[config.mk]
export PLATFORM = sky130hd
export DESIGN_NAME = gpio_bank
export DESIGN_NICKNAME = d
export VERILOG_FILES = /design/src/rtl/gpio_bank_pkg.sv /design/src/rtl/gpio_debounce.sv /design/src/rtl/gpio_bank.sv
export SDC_FILE = /design/constraint.sdc
export NUM_CORES = 1
export LEC_CHECK = 0
export ABC_AREA = 0
export CELL_PAD_IN_SITES_DETAIL_PLACEMENT = 0
export CELL_PAD_IN_SITES_GLOBAL_PLACEMENT = 1
export CORE_MARGIN = 2
export CORE_UTILIZATION = 40
export CTS_CLUSTER_DIAMETER = 150
export CTS_CLUSTER_SIZE = 10
export DETAILED_ROUTE_END_ITERATION = 7
export PLACE_DENSITY = 0.92
export SYNTH_ARGS = -nofsm -noshare
export SYNTH_HDL_FRONTEND = slang
export SYNTH_HIERARCHICAL = 1
export SYNTH_SLANG_ARGS = --single-unit
[constraint.sdc]
create_clock -name clk -period 2.1 [get_ports clk]
set_input_delay 0.525 -clock clk [delete_from_list [all_inputs] [get_ports clk]]
set_output_delay 0.525 -clock clk [all_outputs]
set_load 0.01 [all_outputs]
[src/rtl/gpio_bank_pkg.sv]
// Register map shared by the GPIO bank and anything that talks to it.
// The index values are the bus address bits [4:2] of each register.
package gpio_bank_defs;

    typedef enum logic [2:0] {
        GPIO_IN       = 3'd0,
        GPIO_OUT      = 3'd1,
        GPIO_DIR      = 3'd2,
        GPIO_OUT_SET  = 3'd3,
        GPIO_OUT_CLR  = 3'd4,
        GPIO_OUT_TGL  = 3'd5,
        GPIO_IRQ_EN   = 3'd6,
        GPIO_IRQ_PEND = 3'd7
    } gpio_reg_e;

endpackage

[src/rtl/gpio_debounce.sv]
// Single-pin debounce filter: the output follows the input only after the
// input has disagreed with it for CYCLES consecutive clocks.
module gpio_debounce #(
    parameter int CYCLES = 250000
) (
    input  logic clk,
    input  logic resetq,
    input  logic din,
    output logic dout
);

    localparam int CW = $clog2(CYCLES + 1);

    logic [CW-1:0] cnt_q;
    logic          dout_q;

    always_ff @(posedge clk or negedge resetq) begin
        if (!resetq) begin
            cnt_q  <= '0;
            dout_q <= 1'b0;
        end else if (din != dout_q) begin
            if (cnt_q == CW'(CYCLES - 1)) begin
                dout_q <= din;
                cnt_q  <= '0;
            end else begin
                cnt_q <= cnt_q + 1'b1;
            end
        end else begin
            // Any return to the current level restarts the stability window.
            cnt_q <= '0;
        end
    end

    assign dout = dout_q;

endmodule

[src/rtl/gpio_bank.sv]
// GPIO bank: output/direction registers, synchronised inputs and edge interrupts.
// Define GPIO_BANK_DEBOUNCE_EN to insert a gpio_debounce filter on every input pin.
module gpio_bank
    import gpio_bank_defs::*;
#(
    parameter int WIDTH           = 8,
    parameter int SYNC_STAGES     = 2,
    parameter int DEBOUNCE_CYCLES = 250000
) (
    input  logic             clk,
    input  logic             resetq,
    input  logic [2:0]       addr,
    input  logic             sel,
    input  logic             wstrb,
    input  logic             rstrb,
    input  logic [31:0]      wdata,
    output logic [31:0]      rdata,
    input  logic [WIDTH-1:0] pin_in,
    output logic [WIDTH-1:0] pin_out,
    output logic [WIDTH-1:0] pin_oe,
    output logic             irq
);

    // Edge detection stays disarmed until the reset-value history has flushed
    // through the synchroniser (and the debounce window, when present).
`ifdef GPIO_BANK_DEBOUNCE_EN
    localparam int ARM_CYCLES = SYNC_STAGES + 1 + DEBOUNCE_CYCLES;
`else
    localparam int ARM_CYCLES = SYNC_STAGES + 1;
    localparam int unused_debounce_cycles = DEBOUNCE_CYCLES;
`endif
    localparam int ARM_W = $clog2(ARM_CYCLES + 1);

    logic [WIDTH-1:0] sync_q [SYNC_STAGES];
    logic [WIDTH-1:0] filt;
    logic [WIDTH-1:0] prev_q;
    logic [WIDTH-1:0] edges;
    logic [ARM_W-1:0] arm_q;
    logic             armed;

    logic [WIDTH-1:0] out_q, out_d;
    logic [WIDTH-1:0] dir_q, dir_d;
    logic [WIDTH-1:0] en_q, en_d;
    logic [WIDTH-1:0] pend_q, pend_d;
    logic [WIDTH-1:0] w1c;
    logic [WIDTH-1:0] rd_val;
    logic [31:0]      rdata_q, rdata_d;
    logic [WIDTH-1:0] wd;
    logic             unused_wdata;

    assign wd           = wdata[WIDTH-1:0];
    assign unused_wdata = ^wdata;

    always_ff @(posedge clk or negedge resetq) begin
        if (!resetq) begin
            for (int i = 0; i < SYNC_STAGES; i++) sync_q[i] <= '0;
        end else begin
            sync_q[0] <= pin_in;
            for (int i = 1; i < SYNC_STAGES; i++) sync_q[i] <= sync_q[i-1];
        end
    end

`ifdef GPIO_BANK_DEBOUNCE_EN
    for (genvar g = 0; g < WIDTH; g++) begin : g_db
        gpio_debounce #(
            .CYCLES(DEBOUNCE_CYCLES)
        ) u_debounce (
            .clk   (clk),
            .resetq(resetq),
            .din   (sync_q[SYNC_STAGES-1][g]),
            .dout  (filt[g])
        );
    end
`else
    assign filt = sync_q[SYNC_STAGES-1];
`endif

    assign armed = (arm_q == ARM_W'(ARM_CYCLES));
    assign edges = armed ? (filt ^ prev_q) : '0;

    always_comb begin
        out_d = out_q;
        dir_d = dir_q;
        en_d  = en_q;
        w1c   = '0;
        if (sel && wstrb) begin
            case (gpio_reg_e'(addr))
                GPIO_OUT:      out_d = wd;
                GPIO_DIR:      dir_d = wd;
                GPIO_OUT_SET:  out_d = out_q | wd;
                GPIO_OUT_CLR:  out_d = out_q & ~wd;
                GPIO_OUT_TGL:  out_d = out_q ^ wd;
                GPIO_IRQ_EN:   en_d  = wd;
                GPIO_IRQ_PEND: w1c   = wd;
                default: ;
            endcase
        end
        // A fresh edge wins over a simultaneous clear of the same bit.
        pend_d = (pend_q & ~w1c) | edges;
    end

    always_comb begin
        rd_val = '0;
        case (gpio_reg_e'(addr))
            GPIO_IN:       rd_val = filt;
            GPIO_OUT:      rd_val = out_q;
            GPIO_DIR:      rd_val = dir_q;
            GPIO_IRQ_EN:   rd_val = en_q;
            GPIO_IRQ_PEND: rd_val = pend_q;
            default:       rd_val = '0;
        endcase
        rdata_d = (sel && rstrb) ? 32'(rd_val) : rdata_q;
    end

    always_ff @(posedge clk or negedge resetq) begin
        if (!resetq) begin
            out_q   <= '0;
            dir_q   <= '0;
            en_q    <= '0;
            pend_q  <= '0;
            prev_q  <= '0;
            arm_q   <= '0;
            rdata_q <= '0;
        end else begin
            out_q   <= out_d;
            dir_q   <= dir_d;
            en_q    <= en_d;
            pend_q  <= pend_d;
            prev_q  <= filt;
            rdata_q <= rdata_d;
            if (!armed) arm_q <= arm_q + 1'b1;
        end
    end

    assign pin_out = out_q;
    assign pin_oe  = dir_q;
    assign rdata   = rdata_q;
    assign irq     = |(pend_q & en_q);

endmodule

# == Word-level counts from Yosys, hierarchy flattened ==
# Index checks and enable logic that the tools add are counted.
# totals
out_inout_bits,49
latchBits,0
reg_bits,66
mem_bits_rw,0
mem_bits_ro,0
wordCells,40
memories,0
input_bits,48
# op_classes
n_lt_le_gt_ge,0
n_eq_ne,8
n_reduce_logical,8
div_mod_pow,0
addsub,1
n_bitwise,9
shifts,0
n_mux,5
n_mul,0
# ops
cell,count
$pmux W8 S5,1
$pmux W8 S4,1
$and A8 B8 Y8,3
$mux W8,3
$not A8 Y8,2
$or A8 B8 Y8,2
$xor A8 B8 Y8,2
$eq A3 B3 Y1 const B,4
$reduce_or A8 Y1,1
$eq A3 B2 Y1 const B,2
$reduce_and A2 Y1,3
$reduce_bool A4 Y1,1
$eq A3 B1 Y1 const B,1
$logic_not A3 Y1,1
$add A2 B1 Y2 const B,1
$eq A2 B2 Y1 const B,1
$logic_and A1 B1 Y1,2

# == Depth between registers and ports, before layout ==
# logic_depth
ltp_word,6
ltp_mapped,7
mapped_depth_nobuf,6

# == Worst setup path after synthesis ==
# Ideal clock, no wire load.
# synth_timing
kind,input -> register
from,input port addr[2]
to,register out_q[0] (netlist: pin_out[0])
t_required_ns,1.979
path_buffers,3
cell_stages,7
slack_ns,0.330
setup_time_ns,0.121
arrival_ns,1.649
path_cell_list,buf_6 > and2_4 > buf_6 > or2_1 > buf_6 > o21bai_4 > a22o_1
# synth_between
elab_chain_cells,3
word_cells_on_any_way,7
classes_between,eq/ne: 4; mux: 1; reduce/logical: 2
# synth_lines
element,line_no,text
start: declaration,gpio_bank.sv:12,"input logic [2:0] addr,"
$eq A3 B1 Y1 (tied with other cells),gpio_bank.sv:87,case (gpio_reg_e'(addr))
$reduce_bool A4 Y1 (no source line),n/a,
$reduce_and A2 Y1 (no source line),n/a,
end signal: assignment,gpio_bank.sv:125,out_q <= out_d;
end: declaration,gpio_bank.sv:41,"logic [WIDTH-1:0] out_q, out_d;"
# Parallel ways exist; a longest one is shown, timed or not.
# A chain may end at the register's enable or synchronous reset.

# == Worst setup path in the final report ==
# layout_timing
from,register pend_q[2]
to,output port irq
# layout_between
elab_chain_cells,2
# layout_lines
element,line_no,text
start: declaration,gpio_bank.sv:44,"logic [WIDTH-1:0] pend_q, pend_d;"
start signal: assignment,gpio_bank.sv:128,pend_q <= pend_d;
$and A8 B8 Y8,gpio_bank.sv:138,assign irq = |(pend_q & en_q);
$reduce_or A8 Y1,gpio_bank.sv:138,
end: declaration,gpio_bank.sv:21,output logic irq
# No other way between the ends.

==> summary.txt <==
STA
  – Fmax: 503 MHz
  – Fin crit share: 94.7%
  – Setup ws final: 112 ps
  – Setup TNS: 0 ps
  – RSZ-0062 raised after global routing: false
  – Final worst path period need: 1990 ps
  – Final hold vios: 0
  – Clock skew: 10.2 ps
  – Setup violators final: 0
  – Slew @ Worst Pin: 616 ps
  – Final Max Tran Viols: 0
  – Max_slew headroom: 58.9%

Routing
  – Via total after detailed routing: 2,418
  – Initial DRC Count: 148
  – Total Routed Length: 7.32 mm
  – Drt wl/cell: 15.3 um
  – Routed Antenna Nets: 0
  – 1st-pass router iterations: 4
  – Detailed-route DRC error count: 0
  – Vias per cell: 5.06

Clocking
  – CTS tree: done
  – CTS Root Cell: clkbuf_8
  – TritonCTS Sinks: 66
  – Worst-Skew Late Latency: 350 ps
  – Clock buffer count from CTS: 9
  – Clk buf depth: 2
  – Clock transition at path regs: 80 ps
  – Number of setup buffers added after CTS: 0
  – CTS resizes: 1
  – H-Tree Depth: 3
  – Cts-stage hold buffer count: 0

Placement
  – Detailed placement HPWL: 5.54 mm
  – Placed cell count: 462
  – Placer congestion estimate: 0.843
  – Post-Place Setup Slack: -123 ps
  – IO Port Bufs: 48

Floorplan
  – IO Pins: 97
  – Die Area: 9130 um^2
  – Rows: 33
  – Initial core utilization: 41.0%
  – Die Y: 95.5 um
  – Die X: 95.5 um
  – Core area: 8180 um^2

Synth
  – Ys flop type: dfrtp_1
  – Ys Warns: 6
  – Yosys reg bits: 66
  – Syn_area_per_cell: 11.4 um^2
  – Distinct cells, synth: 37
  – FFs w/ async S/R, synth: 100%
  – Mapped Area: 3350 um^2
  – Synth Instances: 295
  – Sequential element share of the synthesized area: 49.3%
  – Post-synth EDFFs: 0

Power
  – Worst vdd ir: 0.410 mV
  – Pwr Total: 3.48 mW
  – Power density cells: 808 nW/um^2
  – Lkg Pwr: 1.92 nW

Layout
  – Core Util, Final: 52.6%
  – ANT cells: 0
  – Most frequent cells in the layout: dfrtp_1, clkdlybuf4s50_1, inv_1
  – Commonest non-fill, non-tap cell in the layout: dfrtp_1
  – Final #Nets: 433
  – Fillers: 719
  – Layout cells sized above 1: 20.4%
  – P&R area growth vs syn: 28.3%
  – Non-Filler Instances: 478

Worst setup path
  – CP Launch Type: flip-flop
  – Worst endpoint data arrival time: 1460 ps
  – CP Max Fanout: 3
  – Critical Path Sink Type: primary output
  – Crit path required time: 1570 ps
  – Critical path class: flip-flop to primary output

Global routing
  – First-pass GRT wire length: 12.1 mm
  – Largest net degree at the start of global routing: 26
  – Total GRT Usage: 17.6%
  – Initial antenna violation count: 0
  – Total gr overflow: 0
  – Vias in the first global route: 2,427

Job
  – Max Cap Viol: 0

Worst hold path
  – Hold Path Class: input port to asynchronous set/reset pin

Run status
  – Status: completed
## final cells by class
class	count	area, um^2	area share (%)
clock buffer	10	138	3.20
clock inverter	6	72.6	1.69
inverter	25	93.8	2.18
multi-input combinational	188	1430	33.2
sequential	66	1650	38.4
tap	105	131	3.05
timing repair buffer	78	787	18.3
## state kept, by name (all words and copies together) (netlist names)
signal	cells
pin_out	8
filt	8
prev_q	8
rdata	8
arm_q	2
en_q	8
sync_q	8
pend_q	8
pin_oe	8
## power by group
group          internal, mW  total [mW]  switching (mW)  leakage (nW)
combinational         0.452       0.783           0.331          1.05
clock                 0.593        1.13           0.540         0.103
sequential             1.42        1.56           0.138         0.767
## per-stage QoR
stage          area [um^2]  hold WS [ps]
2_1_floorplan         3440           229
3_3_place_gp          4090           332
3_5_place_dp          4090           335
4_1_cts               4300           181
5_1_grt               4300           207
6_report              4300           182
## final timing paths
| kind | start | to | slack (ps) | depth (start not counted) |
|---|---|---|---|---|
| setup / recovery | pend_q[2]$_DFF_PN0_ | irq | 110 | 3 |
| hold / removal | resetq | sync_q[12]$_DFF_PN0_ | 180 | 1 |
| setup reg to reg | pin_out[4]$_DFFE_PN0P_ | pin_out[4]$_DFFE_PN0P_ | 740 | 5 |
| hold reg to reg | sync_q[15]$_DFF_PN0_ | filt[7]$_DFF_PN0_ | 350 | 0 |
| max in group asynchronous | resetq | sync_q[14]$_DFF_PN0_ | 1380 | 2 |
| min in group clk | sync_q[15]$_DFF_PN0_ | filt[7]$_DFF_PN0_ | 350 | 0 |
## kinds of logic after synthesis
logic type / synth area share (%)
simple gates: 6.16
xor+xnor: 2.35
other cells: 0.112
compound gates: 16.9
buf+inv: 10.8
flops: 49.3
mux: 8.06
fa+ha+maj: 6.35
## cell usage after synthesis (6+ instances only)
cell | number | share of area [%]
a21oi_1 | 8 | 1.2
a221oi_1 | 10 | 2.6
a22o_1 | 16 | 4.2
a22oi_1 | 8 | 1.8
a2bb2oi_1 | 8 | 2.1
buf_2 | 6 | 0.90
buf_4 | 24 | 5.4
clkbuf_1 | 6 | 0.67
dfrtp_1 | 66 | 49
ha_1 | 17 | 6.3
inv_1 | 25 | 2.8
mux2_2 | 24 | 8.1
nand2_1 | 16 | 1.8
nor2_1 | 10 | 1.1
o22ai_1 | 8 | 1.5
xor2_1 | 8 | 2.1
## critical path, stage by stage (launching register included)
cell and delay (ps):
dfrtp_1 410, a22oi_1 220, nand4_1 160, dlygate4sd2_1 320
## routing by layer
metal  vias to the layer above  share of wire (%)  global-route usage, %
met5                         -                  0                      0
met4                         0                1.0                   5.83
met3                         8                4.3                   4.19
met2                        51                 49                   29.0
met1                      1211                 46                   22.8
li1                       1148                  -                      -
Power figures use the tool's default switching activity.
